==> src/rtl/rtc_pkg.sv <==
// Shared field widths, range limits and the 24h-to-12h display helper
// for the hours/minutes/seconds real-time clock.
package rtc_pkg;

    localparam int HOUR_W = 5;
    localparam int MS_W   = 6;

    localparam logic [MS_W-1:0]   SEC_MAX    = 6'd59;
    localparam logic [MS_W-1:0]   MIN_MAX    = 6'd59;
    localparam logic [HOUR_W-1:0] HOUR24_MAX = 5'd23;

    // Returns {am_pm, hour12}; hour24 values 0 and 12 both display as 12.
    function automatic logic [HOUR_W:0] to_12h(input logic [HOUR_W-1:0] hour24);
        logic              pm;
        logic [HOUR_W-1:0] hour12;
        pm     = (hour24 >= HOUR_W'(12));
        hour12 = pm ? (hour24 - HOUR_W'(12)) : hour24;
        if (hour12 == '0) begin
            hour12 = HOUR_W'(12);
        end
        return {pm, hour12};
    endfunction

endpackage

==> src/rtl/rtc_prescaler.sv <==
// Divides the fabric clock down to a one-second advance strobe.
// adv is combinational and marks the edge at which the count wraps.
module rtc_prescaler #(
    parameter int TICK_DIV = 50_000_000
) (
    input  logic clk,
    input  logic rst_n,
    input  logic run,
    input  logic clr,
    output logic adv
);

    localparam int CNT_W = ($clog2(TICK_DIV) < 1) ? 1 : $clog2(TICK_DIV);
    localparam logic [CNT_W-1:0] CNT_LAST = CNT_W'(TICK_DIV - 1);

    logic [CNT_W-1:0] cnt;

    assign adv = run && (cnt == CNT_LAST);

    // clr restarts the second so a freshly loaded time lasts a full period.
    always_ff @(posedge clk) begin
        if (!rst_n) begin
            cnt <= '0;
        end else if (clr) begin
            cnt <= '0;
        end else if (run) begin
            if (cnt == CNT_LAST) begin
                cnt <= '0;
            end else begin
                cnt <= cnt + CNT_W'(1);
            end
        end
    end

endmodule

==> src/rtl/rtc_clock_hms.sv <==
// Hours/minutes/seconds real-time clock with internal prescaler,
// 12h/24h display, range-checked time load and a one-shot alarm.
module rtc_clock_hms
    import rtc_pkg::*;
#(
    parameter int TICK_DIV   = 50_000_000,
    parameter int RST_HOUR24 = 0
) (
    input  logic              clk,
    input  logic              rst_n,
    input  logic              run,
    input  logic              mode_24h,
    input  logic              load,
    input  logic [HOUR_W-1:0] load_hour24,
    input  logic [MS_W-1:0]   load_min,
    input  logic [MS_W-1:0]   load_sec,
    input  logic              alarm_en,
    input  logic [HOUR_W-1:0] alarm_hour24,
    input  logic [MS_W-1:0]   alarm_min,
    output logic [HOUR_W-1:0] hours,
    output logic [MS_W-1:0]   minutes,
    output logic [MS_W-1:0]   seconds,
    output logic              am_pm,
    output logic              tick,
    output logic              load_err,
    output logic              alarm_hit
);

    logic [HOUR_W-1:0] hour24_q;
    logic [MS_W-1:0]   min_q;
    logic [MS_W-1:0]   sec_q;
    logic              tick_q;
    logic              load_err_q;
    logic              alarm_hit_q;

    logic              adv;
    logic              load_ok;
    logic [HOUR_W-1:0] hour24_n;
    logic [MS_W-1:0]   min_n;
    logic [MS_W-1:0]   sec_n;
    logic              alarm_match;
    logic [HOUR_W:0]   disp12;

    assign load_ok = load
                  && (load_hour24 <= HOUR24_MAX)
                  && (load_min    <= MIN_MAX)
                  && (load_sec    <= SEC_MAX);

    rtc_prescaler #(
        .TICK_DIV (TICK_DIV)
    ) u_prescaler (
        .clk   (clk),
        .rst_n (rst_n),
        .run   (run),
        .clr   (load_ok),
        .adv   (adv)
    );

    // Time one second ahead of the current state, with the full carry chain.
    always_comb begin
        sec_n    = sec_q + MS_W'(1);
        min_n    = min_q;
        hour24_n = hour24_q;
        if (sec_q == SEC_MAX) begin
            sec_n = '0;
            if (min_q == MIN_MAX) begin
                min_n    = '0;
                hour24_n = (hour24_q == HOUR24_MAX) ? '0 : (hour24_q + HOUR_W'(1));
            end else begin
                min_n = min_q + MS_W'(1);
            end
        end
    end

    // Out-of-range alarm fields can never equal a legal next time.
    assign alarm_match = alarm_en
                      && (hour24_n == alarm_hour24)
                      && (min_n    == alarm_min)
                      && (sec_n    == '0);

    // A valid load overrides a coincident advance; a rejected load leaves
    // the running time alone and only reports the error.
    always_ff @(posedge clk) begin
        if (!rst_n) begin
            hour24_q    <= HOUR_W'(RST_HOUR24);
            min_q       <= '0;
            sec_q       <= '0;
            tick_q      <= 1'b0;
            load_err_q  <= 1'b0;
            alarm_hit_q <= 1'b0;
        end else begin
            tick_q      <= 1'b0;
            load_err_q  <= 1'b0;
            alarm_hit_q <= 1'b0;
            if (load_ok) begin
                hour24_q <= load_hour24;
                min_q    <= load_min;
                sec_q    <= load_sec;
            end else begin
                if (load) begin
                    load_err_q <= 1'b1;
                end
                if (adv) begin
                    hour24_q    <= hour24_n;
                    min_q       <= min_n;
                    sec_q       <= sec_n;
                    tick_q      <= 1'b1;
                    alarm_hit_q <= alarm_match;
                end
            end
        end
    end

    assign disp12    = to_12h(hour24_q);
    assign hours     = mode_24h ? hour24_q : disp12[HOUR_W-1:0];
    assign am_pm     = disp12[HOUR_W];
    assign minutes   = min_q;
    assign seconds   = sec_q;
    assign tick      = tick_q;
    assign load_err  = load_err_q;
    assign alarm_hit = alarm_hit_q;

endmodule

==> config.mk <==
export PLATFORM = sky130hd
export DESIGN_NAME = rtc_clock_hms
export DESIGN_NICKNAME = d
export VERILOG_FILES = /design/src/rtl/rtc_pkg.sv /design/src/rtl/rtc_prescaler.sv /design/src/rtl/rtc_clock_hms.sv
export SDC_FILE = /design/constraint.sdc
export NUM_CORES = 1
export LEC_CHECK = 0
export CORE_MARGIN = 5
export CORE_UTILIZATION = 39
export DETAILED_ROUTE_END_ITERATION = 7
export GPL_TIMING_DRIVEN = 0
export PLACE_DENSITY = 0.68
export SYNTH_ARGS = -nofsm -noshare
export SYNTH_HDL_FRONTEND = slang
export SYNTH_HIERARCHICAL = 1
export SYNTH_SLANG_ARGS = --single-unit
export TNS_END_PERCENT = 5
==> constraint.sdc <==
create_clock -name clk -period 2.6 [get_ports clk]
set_clock_uncertainty 0.1 [all_clocks]
set_input_delay 0.52 -clock clk [delete_from_list [all_inputs] [get_ports clk]]
set_output_delay 0.52 -clock clk [all_outputs]
set_load 0.03 [all_outputs]
==> After elaboration in Yosys (flattened, before gate mapping) <==
Index checks and enable logic that the tools add are counted.
{ "classes": {"add_sub_neg": 5, "order_cmp": 4, "eq_ne": 6, "muxes": 18, "bitwise_logic": 2, "n_reduce_logical": 12} }
{ "op_table": {"columns": ["op", "n"], "rows": [
  ["6-bit 2-to-1 mux", 7],
  ["5-bit 2-to-1 mux", 8],
  ["26-bit by 1-bit adder with 26-bit output (second input constant)", 1],
  ["26-bit equality test (second input constant)", 1],
  ["26-bit 2-to-1 mux", 1],
  ["6-bit by 1-bit adder with 6-bit output (second input constant)", 2],
  ["6-bit equality test (second input constant)", 2],
  ["6-bit <= comparator (second input constant)", 2],
  ["1-bit logical AND", 7],
  ["6-bit equality test", 1],
  ["6-bit logical NOT", 1],
  ["5-bit by 1-bit adder with 5-bit output (second input constant)", 1],
  ["5-bit equality test", 1],
  ["5-bit equality test (second input constant)", 1],
  ["5-bit by 4-bit >= comparator with 1-bit output (second input constant)", 1],
  ["5-bit <= comparator (second input constant)", 1],
  ["5-bit logical NOT", 1],
  ["5-bit by 4-bit subtractor with 5-bit output (second input constant)", 1],
  ["3-bit OR reduction", 1],
  ["1-bit 2-to-1 mux", 2],
  ["1-bit NOT", 2],
  ["2-bit nonzero test", 1],
  ["2-bit OR reduction", 1]
]} }
{ "totals": {"register_bits": 46, "input_bits": 34, "word_cells": 54} }

==> Depth between registers and ports, before layout <==
Gate-level depths: netlist of the first run.
{ "logic_depth": {"word_depth": 8, "ltp_mapped": 10} }

==> By module <==
The synthesis of the first run kept the hierarchy.
{ "modules_own_cells": {"columns": ["mod", "instances", "cells_per_inst", "area_per_inst_um2", "seq_area_each_um2"], "rows": [
  ["rtc_clock_hms", 1, 249, 1841.8, 400.4],
  ["rtc_prescaler", 1, 161, 1332.5, 520.5]
]} }

==> Worst setup path after synthesis of the first run <==
Ideal clock, no wire load.
{ "synth_path": {"path_type": "input -> register", "from": "input run", "to": "register hour24_q[4]", "arrival_ns": 2.602, "setup_slack_ns": -0.160, "cell_stages": 10, "path_buffers": 2, "cell_sequence": "buf_2 > nand3_1 > or2_1 > nor4_1 > clkbuf_1 > nand3_1 > nor3_1 > nand3_1 > o211ai_1 > o211a_1"} }
{ "synth_via": {"elab_chain_cells": 2} }
{ "synth_lines": {"columns": ["element", "line", "source"], "rows": [
  ["from (decl)", "rtc_clock_hms.sv:11", "input logic run,"],
  ["1-bit logical AND", "rtc_prescaler.sv:18", "assign adv = run && (cnt == CNT_LAST);"],
  ["named net adv", "rtc_clock_hms.sv:36", "logic adv;"],
  ["2-bit nonzero test (no line)", null, null],
  ["to (signal assigned)", "rtc_clock_hms.sv:85", "hour24_q <= HOUR_W'(RST_HOUR24);"],
  ["to (signal assigned)", "rtc_clock_hms.sv:96", "hour24_q <= load_hour24;"],
  ["to (signal assigned)", "rtc_clock_hms.sv:104", "hour24_q <= hour24_n;"],
  ["to (decl)", "rtc_clock_hms.sv:29", "logic [HOUR_W-1:0] hour24_q;"]
]} }
The timed path passes the listed nets, and every way through them passes these cells.
A chain may end at the register's enable or synchronous reset.

==> Worst setup path in the final report of the first run <==
{ "layout_path": {"from": "register hour24_q[0]", "to": "output hours[2]"} }
{ "layout_via": {"elab_chain_cells": 5, "elab_cells_between_ends": 6, "cone_classes": "1 x add/sub; 1 x order compare; 3 x mux; 1 x reduce/logical"} }
{ "layout_lines": {"columns": ["element", "line", "source"], "rows": [
  ["5-bit by 4-bit subtractor with 5-bit output / 5-bit by 4-bit >= comparator with 1-bit output (equally long branches)", "rtc_pkg.sv:17, rtc_pkg.sv:16", null],
  ["5-bit 2-to-1 mux (*)", "rtc_pkg.sv:17", "hour12 = pm ? (hour24 - HOUR_W'(12)) : hour24;"],
  ["5-bit logical NOT", "rtc_pkg.sv:18", "if (hour12 == '0) begin"],
  ["5-bit 2-to-1 mux (*)", "rtc_pkg.sv:18", null],
  ["5-bit 2-to-1 mux (*)", "rtc_clock_hms.sv:115", "assign hours = mode_24h ? hour24_q : disp12[HOUR_W-1:0];"],
  ["to (decl)", "rtc_clock_hms.sv:20", "output logic [HOUR_W-1:0] hours,"]
]} }
Every way passes the cells marked *; elsewhere a longest branch is shown, timed or not.

==> results of run 1 <==
-- path summary, 6_finish.rpt --
kind	from	end	slack (ns)	depth (start not counted)
max reg2reg	minutes[0]$_SDFFE_PN0P_	alarm_hit$_SDFF_PP0_	0.10	8
min	u_prescaler/cnt[25]$_SDFFE_PP0P_	u_prescaler/cnt[25]$_SDFFE_PP0P_	0.39	2
max	hour24_q[0]$_SDFFE_PN0P_	hours[2]	0.03	9
min reg2reg	u_prescaler/cnt[25]$_SDFFE_PP0P_	u_prescaler/cnt[25]$_SDFFE_PP0P_	0.39	2
-- layer usage --
layer / GRT usage / wire length (um)
met5: 0 / 0
met4: 0.04456 / 52
met3: 0.03058 / 448
met2: 0.3165 / 4620
met1: 0.2274 / 3981
-- state kept, by name, summed over array words and instances (netlist names) --
register / flops
alarm_hit: 1
minutes: 6
u_prescaler/cnt: 26
hour24_q: 5
tick: 1
load_err: 1
seconds: 6
-- cell type report --
class,count,area [um^2]
fillers,807,3913
multi-input cells,326,2245
flip-flops and latches,46,937.1
repair buffers,60,566.8
well taps,105,131.4
plain buffers,23,121.4
clock buffers,6,72.57
inverters,14,57.56
clock inverters,1,7.507
-- worst max-delay path, stage by stage (launching register included) --
cell	delay, ns
dfxtp_4	0.39
inv_4	0.05
ha_4	0.15
a221oi_2	0.26
inv_1	0.10
nor2_1	0.11
a21oi_1	0.06
nor3_2	0.24
nand2b_4	0.17
buf_6	0.12
-- layout by cell type (no fill, tap or decap), drive strengths merged, types with 10 or more instances in the layout --
cell type | Yosys | layout
buf | 10 | 24
nor2 | 37 | 37
nor3 | 12 | 12
dfxtp | 46 | 46
nand4 | 13 | 13
o21ai | 19 | 19
nand3 | 26 | 26
and3 | 10 | 10
a21oi | 24 | 24
clkdlybuf4s50 | 0 | 47
nand2 | 39 | 39
inv | 13 | 13
clkbuf | 14 | 16
xnor2 | 11 | 11
xor2 | 14 | 14
-- per-stage QoR --
stage	cell area [um^2]	total power [mW]	worst slack, ns
final	4139	1.607	0.03371
after global placement	3842	1.171	-0.5890
after CTS	3994	1.612	-0.05177
after detailed placement	3842	1.173	-0.6016
after floorplan	3181	1.006	-0.05868
after global routing	4139	1.699	-0.06203
-- logic make-up (layout without fill, tap and decap cells) --
family	Yosys count	count (layout)
adder cells (fa/ha/maj)	9	9
AO/OA/AOI/OAI	102	102
flip-flops	46	46
buffers and inverters	38	104
multiplexers	4	4
XOR/XNOR	25	25
AND/OR/NAND/NOR	186	186
-- power groups by stage --
| stage | sequential (mW) | clock [mW] | combinational (mW) |
|---|---|---|---|
| 2_1_floorplan | 0.801 | 0 | 0.205 |
| 3_3_place_gp | 0.779 | 0 | 0.392 |
| 3_5_place_dp | 0.778 | 0 | 0.394 |
| 4_1_cts | 0.763 | 0.453 | 0.397 |
| 5_1_grt | 0.771 | 0.479 | 0.448 |
| 6_report | 0.766 | 0.426 | 0.416 |
-- what timing repair did --
action	CTS	global route
pin swaps	2	10
setup endpoints to repair	19	12
gates resized for setup	36	45
gates cloned	0	0
setup buffers	1	6
==> flow_summary.yaml, run 1 <==
sta:
  slew_viol_final: 0
  whs_ns: 0.3854
  tightest_slew_ns: 0.5807
  final_hold_viol_count: 0
  fin_crit_ns: 2.566
  finalSetupTns_ns: 0
  clock.fmax_mhz: 389.7
  slew_headroom: 0.6076
  rsz0062_at_grt: "yes"
  setup_viol: 0
  fin_crit_sh: 0.9870
clock_network:
  cts_tree: "built"
  ctsHoldBuffers: 0
  clockRootBuffer: "clkbuf_8"
  cts_made_buffers: 5
  clkLatencyLatePin_ns: 0.29
  clk_pin_slew_ns: 0.09
  cts_max_path_buffers: 2
  cts_sinks: 46
  h-tree-depth: 2
critical_path:
  crit_arrival_ns: 1.95
  crit_required_ns: 1.98
  crit_path_max_fanout: 5
  worstSetupPathType: "flop to primary output"
  cp-end-kind: "primary output"
  critPathLaunchType: "flop"
yosys:
  synth_xor_area_frac: 0.06898
  synth_top_cell_by_area: "dfxtp_1"
  ys_warn_count: 6
  synth.cells.most_frequent: "dfxtp_1 (46), nand2_1 (39), nor2_1 (37), a21oi_1 (24), nand3_1 (24)"
  synth_top_area_frac: 0.2901
  synth_fa_ha_area_frac: 0.03547
  synth_top_family_by_area: "simple AND/OR/NAND/NOR gates"
  seq_area_frac_synth: 0.2901
  postSynthCellCount: 410
  synth_area_per_cell_um2: 7.742
  syn_nets: 453
  ys.flop_type: "dfxtp_1"
  post_synth_num_cell_types: 64
  synth-edff-count: 0
  synth-simple-area-share: 0.3189
  synthTopCellsByArea: "dfxtp_1 (29%), nand2_1 (4.6%), nor2_1 (4.4%)"
  synth_mux_area_frac: 0.01261
  ys_ff_latch: 46
  async_flop_share: 0
  synth.most_common_cell: "dfxtp_1"
  syn_area_um2: 3174
  synth_compound_area_frac: 0.2235
layout:
  finalNonFillerCells: 581
  num_antenna_cells: 0
  fin_util: 0.5141
  layout.nets: 519
  synthToLayoutAreaGrowth_pct: 30.39
  drive_above_1_share: 0.1492
global_routing:
  grt_pass1_vias: 3140
  grt_antenna_before_repair: 0
  grt_overflow: 0
  track_usage: 0.1798
  grt_pass1_wl_mm: 14.98
  grt_max_degree: 14
pwr:
  p_sw_frac: 0.3156
  p_leak_nw: 1.473
  p_sw_mw: 0.5073
  power.internal_mw: 1.100
  vdd_drop_max_mv: 0.1955
  p_per_area_nw_per_um2: 388.4
  p_clk_frac: 0.265
  seqPwrFrac: 0.476
  power_frac_comb: 0.259
floorplan:
  die_w_um: 100.2
  fp.dieH_um: 100.2
  io_pins: 55
  core-area_um2: 8051
  dieArea_um2: 10040
  initial_core_util: 0.3943
  num_rows: 33
place:
  numPortBuffers: 53
  dp.cells: 568
  hpwl_mm: 6.940
  routabilityCongestion: 0.9647
worst_hold_path:
  hp-class: "flop to flop"
drt:
  dr.pass1.iters: 4
  drc: 0
  wl_per_cell_um: 15.67
  drt_iter0_drc: 129
  totalWireLength_mm: 9.102
  ant_nets: 0
  via_per_inst: 5.668
  dr_total_vias: 3293
flow_run:
  cap_viol_max_count: 0
status:
  outcome: "completed"
Note: power is estimated with default switching activity, not from simulation.
==> run 2, diff against run 1 <==
Settings changed: ABC_AREA set to 1, CORE_ASPECT_RATIO set to 1.25, PLACE_DENSITY 0.68 to 0.67, SKIP_LAST_GASP set to 1.
==> run 2 against run 1 <==
  * Non-clock buffer count is 16 lower
  * Critical path depth is 4 higher
  * Register-to-register slack better by 0.14 ns
  * Worst hold slack better by 0.051 ns
  * Combinational power is 17% lower
  * Clock power is 12% higher
  * Maximum frequency is 2.2% higher
  * Cell count is 26% higher
  * Wire length is 5.1% higher
  * Die area is 8.5% higher
  * Synthesized area is 9.3% higher
  * Critical endpoint is now hours[3]
  * Largest cell class unchanged
  * Largest power group unchanged
  * Highest routed layer unchanged
==> flow_summary.yaml, run 2 <==
sta:
  slew_viol_final: 0
  clock.fmax_mhz: 398.3
  setup_viol: 0
  slew_headroom: 0.6640
  fin_crit_sh: 0.9657
  rsz0062_at_grt: "yes"
  tightest_slew_ns: 0.5041
  fin_crit_ns: 2.511
  final_hold_viol_count: 0
layout:
  layout.nets: 656
  layout_common_cells: "nand2_1 (146), nor2_1 (71), inv_1 (61)"
  num_antenna_cells: 0
  finalNonFillerCells: 734
  final_common_cell: "nand2_1"
  multi_input_comb_area_um2: 2255
  largest_reg_flops: 26
  largest-register: "u_prescaler/cnt"
  drive_above_1_share: 0.1564
  synthToLayoutAreaGrowth_pct: 24.81
  fill_cells: 877
  seq_area_um2: 935.9
  fin_util: 0.4977
pwr:
  vdd_drop_max_mv: 0.1891
  p_per_area_nw_per_um2: 363.7
  p_leak_nw: 1.829
  finalPower_mw: 1.575
clock_network:
  cts_made_buffers: 5
  cts_tree: "built"
  clk_pin_slew_ns: 0.09
  clkLatencyLatePin_ns: 0.32
  ctsHoldBuffers: 0
  cts_max_path_buffers: 2
  h-tree-depth: 2
  cts_sinks: 46
  clockRootBuffer: "clkbuf_8"
global_routing:
  grt_pass1_vias: 3593
  grt_pass1_wl_mm: 16.08
  grt_max_degree: 17
  grt_overflow: 0
  grt_antenna_before_repair: 0
  track_usage: 0.1837
critical_path:
  slowest_delay_ns: 0.38
  path_common_cell: "o21ai_1"
  crit_arrival_ns: 1.89
  critPathLaunchType: "flop"
  worstPathCellList: "inv_4, ha_4, nand2_4, nand3_4, inv_2, nand2_2, o21ai_2, nor2_1, nand3_1, inv_1, o21ai_1, o21ai_1, buf_4"
  r2r_setup_slack_ns: 0.24
  cpLargestDelayFamily: "flip-flops"
  cp-end-kind: "primary output"
  cp_num_buf_inv: 4
  crit_slowest_cell: "dfxtp_4"
  crit_required_ns: 1.98
  worstSetupPathType: "flop to primary output"
  crit_path_max_fanout: 4
yosys:
  synth-edff-count: 0
  ys_ff_latch: 46
  synth_top_cell_by_area: "dfxtp_1"
  ys_warn_count: 6
  async_flop_share: 0
  synth_area_per_cell_um2: 6.331
  postSynthCellCount: 548
  synth.most_common_cell: "nand2_1"
  synth.cells.most_frequent: "nand2_1 (148), nor2_1 (71), inv_1 (64), nand3_1 (54), dfxtp_1 (46)"
  syn_nets: 591
  ys.flop_type: "dfxtp_1"
  post_synth_num_cell_types: 36
  synthTopCellsByArea: "dfxtp_1 (27%), nand2_1 (16%), nand3_1 (7.8%)"
  syn_area_um2: 3470
  seq_area_frac_synth: 0.2654
  synth_top_area_frac: 0.2654
drt:
  drc: 0
  drt_iter0_drc: 165
  wl_per_cell_um: 13.04
  totalWireLength_mm: 9.568
  dr_total_vias: 3604
  dr.pass1.iters: 5
  ant_nets: 0
  via_per_inst: 4.910
worst_hold_path:
  hp-class: "flop to flop"
place:
  routabilityCongestion: 0.8567
  dp.cells: 721
  numPortBuffers: 53
  hpwl_mm: 7.540
floorplan:
  fp.dieH_um: 115.5
  die_w_um: 94.36
  io_pins: 55
  dieArea_um2: 10890
  core-area_um2: 8701
  initial_core_util: 0.3988
  num_rows: 38
status:
  outcome: "completed"
flow_run:
  cap_viol_max_count: 0
-- run 2: layer usage --
layer / GRT usage / wire length, um / vias to the layer above
li1: - / - / 1889
met1: 0.2035 / 4010 / 1613
met2: 0.3490 / 4941 / 89
met3: 0.03896 / 465 / 13
met4: 0.05299 / 150 / 0
met5: 0 / 0 / -
-- run 2: area by class of cell --
type                    instances  area share
plain buffers                   9     0.01762
clock buffers                   5     0.01589
clock inverters                 3    0.005490
inverters                      71     0.06212
multi-input cells             422      0.5207
flip-flops and latches         46      0.2161
well taps                     120     0.03467
repair buffers                 58      0.1274
-- run 2: per-stage QoR --
stage          cell area [um^2]  hold WS [ns]  worst slack (ns)   TNS, ns
2_1_floorplan              3470        0.3928           0.04484         0
3_3_place_gp               4150        0.4194           -0.2700    -2.935
3_5_place_dp               4150        0.4239           -0.3175    -2.913
4_1_cts                    4233        0.4268           -0.2290   -0.8187
5_1_grt                    4330        0.4600          -0.04409  -0.05614
6_report                   4330        0.4368           0.08914         0
-- run 2: kinds of logic (layout without fill, tap and decap cells) --
group,Yosys count,after routing,synth area share
mux,1,1,0.002885
flops,46,46,0.2654
buf+inv,80,146,0.09881
simple gates,353,353,0.4959
fa+ha+maj,9,9,0.03246
compound gates,46,46,0.07176
xor+xnor,13,13,0.03282
-- run 2: worst register-to-register path, stage by stage, from the launching register on --
cell      delay (ns)
dfxtp_1         0.49
nand2_2         0.09
nor2_2          0.10
nand2_2         0.10
nor3_1          0.14
nand2_1         0.07
nor2_1          0.24
inv_1           0.09
nand2_1         0.13
clkbuf_1        0.38
o21ai_0         0.14
nand2_1         0.09
o21ai_0         0.08
-- run 2: what timing repair did --
item / in CTS / in global routing
setup buffers: 0 / 5
setup endpoints to repair: 5 / 6
pin swaps: 0 / 5
gates resized for setup: 19 / 29
-- run 2: where the power goes --
| group | switching (mW) | internal, mW |
|---|---|---|
| Clock | 0.286 | 0.193 |
| Combinational | 0.196 | 0.150 |
| Sequential | 0.0285 | 0.721 |
| Total | 0.511 | 1.06 |
-- run 2: final timing paths --
kind | from | end | cells past startpoint
worst max register to register | u_prescaler/cnt[2]$_SDFFE_PP0P_ | hour24_q[3]$_SDFFE_PN0P_ | 12
worst min-delay path | hour24_q[0]$_SDFFE_PN0P_ | hour24_q[0]$_SDFFE_PN0P_ | 2
worst max-delay path | hour24_q[0]$_SDFFE_PN0P_ | hours[3] | 13
worst min register to register | hour24_q[0]$_SDFFE_PN0P_ | hour24_q[0]$_SDFFE_PN0P_ | 2
